[src/rtl/pc_sequencer.sv]
// Program-counter stage plus Enter push-button conditioning for the decoder.
// Latency: pc/pc_fault update one cycle after the controls; enter_pulse fires 2+DEBOUNCE_CYCLES+1 cycles after a stable press.
// Backpressure: none; pc_write=0 freezes the pc and the debouncer runs freely. Optional bounds check: `define PC_BOUNDS_CHECK_EN.
module pc_sequencer #(
  parameter int ADDR_W           = 10,
  parameter int RESET_PC         = 0,
  parameter int DEBOUNCE_CYCLES  = 50000,
  parameter int ENTER_ACTIVE_LOW = 1
`ifdef PC_BOUNDS_CHECK_EN
  ,
  parameter int MEM_DEPTH        = 1 << ADDR_W
`endif
) (
  input  logic              clk,
  input  logic              reset,
  input  logic              enter_btn,
  input  logic              pc_write,
  input  logic [1:0]        jump,
  input  logic              branch,
  input  logic              bne,
  input  logic              alu_zero,
  input  logic [15:0]       imm,
  input  logic [25:0]       jump_target,
  input  logic [31:0]       jr_addr,
  output logic              enter_pulse,
  output logic [ADDR_W-1:0] pc,
  output logic [ADDR_W-1:0] pc_plus1
`ifdef PC_BOUNDS_CHECK_EN
  ,
  output logic              pc_fault
`endif
);

  localparam logic [ADDR_W-1:0] RESET_PC_L = ADDR_W'(RESET_PC);
  localparam int                CNT_W      = $clog2(DEBOUNCE_CYCLES + 1);
  localparam logic [CNT_W-1:0]  ARM_MAX    = CNT_W'(DEBOUNCE_CYCLES);
  localparam logic [CNT_W-1:0]  HELD_MAX   = CNT_W'(DEBOUNCE_CYCLES - 1);
  localparam logic              RELEASED   = (ENTER_ACTIVE_LOW != 0) ? 1'b1 : 1'b0;

  typedef enum logic [1:0] {
    ST_IDLE,
    ST_ARMING,
    ST_FIRE,
    ST_HELD
  } db_state_t;

  logic [31:0]       imm_sx;
  logic              taken;
  logic [ADDR_W-1:0] next_pc;
  logic              sync1;
  logic              sync2;
  logic              pressed;
  db_state_t         db_state;
  logic [CNT_W-1:0]  db_cnt;

  // Upper instruction-field bits never reach a word address of this width.
  logic unused_bits;
  assign unused_bits = ^{jump_target[25:ADDR_W], jr_addr[31:ADDR_W], imm_sx[31:ADDR_W]};

  assign imm_sx   = {{16{imm[15]}}, imm};
  assign pc_plus1 = pc + ADDR_W'(1);
  assign taken    = (branch & alu_zero) | (bne & ~alu_zero);

  // Next-address select: absolute jumps win over a taken branch, else fall through.
  always_comb begin
    next_pc = pc_plus1;
    case (jump)
      2'b01:   next_pc = jump_target[ADDR_W-1:0];
      2'b10:   next_pc = jr_addr[ADDR_W-1:0];
      default: next_pc = taken ? (pc_plus1 + imm_sx[ADDR_W-1:0]) : pc_plus1;
    endcase
  end

`ifdef PC_BOUNDS_CHECK_EN
  logic out_of_range;
  assign out_of_range = ({1'b0, next_pc} >= (ADDR_W + 1)'(MEM_DEPTH));

  // PC register; an out-of-range target freezes the pc for good and latches the fault.
  always_ff @(posedge clk) begin
    if (reset) begin
      pc       <= RESET_PC_L;
      pc_fault <= 1'b0;
    end else if (pc_write && !pc_fault) begin
      if (out_of_range) begin
        pc_fault <= 1'b1;
      end else begin
        pc <= next_pc;
      end
    end
  end
`else
  // PC register; advances only when the decoder allows it, wrapping silently.
  always_ff @(posedge clk) begin
    if (reset) begin
      pc <= RESET_PC_L;
    end else if (pc_write) begin
      pc <= next_pc;
    end
  end
`endif

  // Two-flop synchronizer for the asynchronous button, reset to the released level.
  always_ff @(posedge clk) begin
    if (reset) begin
      sync1 <= RELEASED;
      sync2 <= RELEASED;
    end else begin
      sync1 <= enter_btn;
      sync2 <= sync1;
    end
  end

  assign pressed = (ENTER_ACTIVE_LOW != 0) ? ~sync2 : sync2;

  // Debounce FSM: one pulse per accepted press, re-armed only after a stable release.
  always_ff @(posedge clk) begin
    if (reset) begin
      db_state    <= ST_IDLE;
      db_cnt      <= '0;
      enter_pulse <= 1'b0;
    end else begin
      enter_pulse <= 1'b0;
      case (db_state)
        ST_IDLE: begin
          db_cnt <= '0;
          if (pressed) begin
            db_state <= ST_ARMING;
            db_cnt   <= CNT_W'(1);
          end
        end
        ST_ARMING: begin
          if (!pressed) begin
            db_state <= ST_IDLE;
            db_cnt   <= '0;
          end else if (db_cnt == ARM_MAX) begin
            db_state    <= ST_FIRE;
            db_cnt      <= '0;
            enter_pulse <= 1'b1;
          end else begin
            db_cnt <= db_cnt + CNT_W'(1);
          end
        end
        ST_FIRE: begin
          db_state <= ST_HELD;
          db_cnt   <= '0;
        end
        ST_HELD: begin
          if (pressed) begin
            db_cnt <= '0;
          end else if (db_cnt == HELD_MAX) begin
            db_state <= ST_IDLE;
            db_cnt   <= '0;
          end else begin
            db_cnt <= db_cnt + CNT_W'(1);
          end
        end
        default: begin
          db_state <= ST_IDLE;
          db_cnt   <= '0;
        end
      endcase
    end
  end

endmodule

[config.mk]
export PLATFORM = sky130hd
export DESIGN_NAME = pc_sequencer
export DESIGN_NICKNAME = d
export VERILOG_FILES = /design/src/rtl/pc_sequencer.sv
export SDC_FILE = /design/constraint.sdc
export NUM_CORES = 1
export LEC_CHECK = 0
export BUFFER_PORTS_ARGS = -buffer_cell sky130_fd_sc_hd__buf_2
export CORE_ASPECT_RATIO = 1.4
export CORE_MARGIN = 1.5
export CORE_UTILIZATION = 45
export DETAILED_ROUTE_END_ITERATION = 10
export HOLD_SLACK_MARGIN = 0.03
export PLACE_DENSITY_LB_ADDON = 0.08
export SYNTH_ARGS = -nofsm -noshare
export SYNTH_HDL_FRONTEND = slang
export SYNTH_SLANG_ARGS = --single-unit
[constraint.sdc]
create_clock -name clk -period 4.9 [get_ports clk]
set_clock_uncertainty 0.1 [all_clocks]
set_input_delay 0.49 -clock clk [delete_from_list [all_inputs] [get_ports clk]]
set_output_delay 0.49 -clock clk [all_outputs]
set_load 0.01 [all_outputs]
==> impl_metrics.tcl <==
set metrics [dict create \
    status "complete, no violations" \
    die_area_sq_um 5100 \
    power.share.switching_pct 30.6 \
    ys_warn_count 0 \
    fin_crit_sh_pct 63.9 \
    area_growth_pct 20.0 \
    grt_use_met2_pct 38.3 \
    yosysMostFrequentCell "nor2_1" \
    fin_setup_tns_ns 0 \
    r2r-end "pc[9]" \
    place.gp.congestion 0.729 \
    maxSlewViolCount 0 \
    timing.hold.ws_ns 0.288 \
    syn_nets 350 \
    grt_pass1_wl_um 8400 \
    remaining_drc_errors 0 \
    crit_path_start "pc[0]" \
    cts.repair.resized 0 \
    avgSynthCellArea_sq_um 8.36 \
    synth_seq_area_share_pct 29.5 \
    max_stage_delay_ns 0.55 \
    track_usage_pct 21.2 \
    antenna_found_initial 0 \
    maxCapViolCount 0 \
    p_switching_w 0.000192 \
    finalNonFillerCells 374 \
    post_cts_buffers 0 \
    cp-start-kind "flip-flop" \
    worstPathRequired_ns 4.98 \
    cp_max_fo 6 \
    grt_overflow_total 0 \
    clock_power_share_pct 30.2 \
    vdd_drop_max_uv 114 \
    clkLatencyLatePin_ns 0.28 \
    p_seq_share_pct 43.5 \
    crit_path_frequent_cell "ha_1" \
    drtAntennaViolNets 0 \
    dp_slack_ns 1.78 \
    synth-seq-cells 31 \
    reg2reg_depth 10 \
    slew-limit-headroom_pct 41.7 \
    die_h_um 83.9 \
    dp_hpwl_um 4020 \
    endpoint "pc[9]" \
    setup_viol 0 \
    cts-root-buf "clkbuf_8" \
    r2r_start "pc[0]" \
    end_kind "flip-flop" \
    yosysUniqueCellTypes 52 \
    layout_setup_ws_ns 1.77 \
    cts_buffers 5 \
    use_met1_pct 24.0 \
    drive_gt1_share_pct 25.3 \
    portBuffers 59 \
    rows 29 \
    grt_pass1_vias 1945 \
    wl_per_cell_um 13.5 \
    drt_iter0_drc 88 \
    power_frac_comb_pct 26.2 \
    synth-async-reset-ratio_pct 0 \
    die_w_um 60.8 \
    cts_tree "built" \
    synth_edf_count 0 \
    ys.flop_type "dfxtp_1" \
    max_freq_mhz 320 \
    synth_largest_area_cell "dfxtp_1" \
    nNetsFinal 409 \
    grt_max_degree 17 \
    num_antenna_cells 0 \
    p_int_w 0.000436 \
    vias_per_cell 5.32 \
    clkSinkCount 31 \
    hold_viol_final 0 \
    pin_count 104 \
    tightest_slew_ns 0.850 \
    via_count 1991 \
    dr.pass1.iters 4 \
    start_util_pct 46.8 \
    powerDensity_nw_per_um2 249 \
    grt-busiest-layer "met2" \
    clock_path_buffers 2 \
    grt_setup_unrepaired "false" \
    cp.arrival_ns 3.21 \
    synthCells 252 \
    crit_type "reg2reg" \
    postCtsHoldBufs 0 \
    dp_cells 366 \
    slowest_stage "a221oi_1" \
    core_sq_um 4500 \
    crit_chain "ha_1 > nand3_1 > xnor2_1 > ha_1 > and3_1 > a221oi_1 > o22ai_1 > mux2i_1 > xor2_1 > o32ai_1" \
    syn_area_sq_um 2110 \
    ff2ff_setup_slack_ns 1.77 \
    yosysTopAreaCellShare_pct 29.5 \
    ys_top_cells_by_area "dfxtp_1 29%, ha_1 8.3%, nor2_1 6.8%, xor2_1 6.7%, xnor2_1 5.4%" \
    htreeDepth 2 \
    grtUsageMet3_pct 3.72 \
    period_minus_slack_ns 3.13 \
    routed_wl_um 5060 \
    leakage_nw 1.10 \
    fillers 465 \
    min_path_type "in2reg" \
    synth_common_cells "38 x nor2_1, 31 x dfxtp_1, 26 x nand2_1" \
    path_clk_slew_ns 0.06 \
]
## power groups by stage
stage | combinational, W | clock [W] | sequential [W]
after detailed placement | 0.000165 | 0 | 0.000279
after global routing | 0.000187 | 0.000205 | 0.000276
after CTS | 0.000166 | 0.000196 | 0.000274
after floorplan | 0.000109 | 0 | 0.000280
final | 0.000165 | 0.000190 | 0.000274
after global placement | 0.000165 | 0 | 0.000279
## metal layers
layer | share of wire, % | vias up
met2 | 54 | 51
met4 | 1.4 | 0
met3 | 3.8 | 6
met5 | 0 | -
li1 | - | 1028
met1 | 41 | 906
## sequential cells by signal, indices dropped and copies added, names as in the netlist, named ones only
register	flops
db_cnt	16
db_state	1
enter_pulse	1
pc	10
sync1	1
sync2	1
## worst max-delay path: cells and delay by family, from the launching register on
kind	cells	cell delay, ns
and+or+nand+nor	2	0.31
xor gates and xnor gates	2	0.37
muxes	1	0.24
adders and majority gates	2	0.59
AOI/OAI and AO/OA	3	0.96
DFF	1	0.45
## cell type report
class	count	area (sq um)	share of cell area, %
multi-input cells	203	1410	55.8
flip-flops and latches	31	621	24.6
repair buffers	59	295	11.7
well taps	62	77.6	3.07
clock buffers	7	76.3	3.02
inverters	11	41.3	1.63
clock inverters	1	5.00	0.198
## kinds of logic (layout without fill, tap and decap cells)
logic type | Yosys count | after routing | synth area share (%)
and+or+nand+nor | 100 | 100 | 24.5
AOI/OAI and AO/OA | 56 | 56 | 19.7
DFF | 31 | 31 | 29.5
xor gates and xnor gates | 29 | 29 | 12.1
buffers and inverters | 18 | 78 | 3.56
adders and majority gates | 15 | 15 | 9.27
muxes | 3 | 3 | 1.49
## cells in the final DEF (no fill, tap or decap), types with 2 or more instances in the layout
cell type	n
buf_2	59
nor2_1	38
dfxtp_1	31
nand2_1	26
xor2_1	16
ha_1	14
xnor2_1	13
a21oi_1	13
inv_1	10
nand3_1	10
a221oi_1	8
o21ai_0	6
a21o_1	5
clkbuf_8	5
nand4_1	4
and2_1	3
and3_1	3
o221ai_1	3
a221o_1	3
nor3_1	2
or2_2	2
nor3_2	2
mux2i_1	2
o211ai_1	2
a311oi_1	2
clkbuf_1	2
## metrics by stage
step,utilization (%),area [sq um],total power [W]
after floorplan,-,2110,0.000389
after global placement,54.3,2440,0.000444
after detailed placement,54.3,2440,0.000445
after CTS,56.1,2530,0.000636
after global routing,56.1,2530,0.000667
final,56.1,2530,0.000629
## worst min-delay path by stage
| stage | startpoint | to | slack (ns) | depth (start not counted) |
|---|---|---|---|---|
| floorplan | sync1 | sync2 | 0.29 | 1 |
| global placement | sync1 | sync2 | 0.29 | 1 |
| detailed placement | sync1 | sync2 | 0.30 | 1 |
| CTS | enter_btn | sync1 | 0.28 | 2 |
| global route | enter_btn | sync1 | 0.28 | 2 |
| finish | enter_btn | sync1 | 0.29 | 2 |
Note: power is estimated with default switching activity, not from simulation.
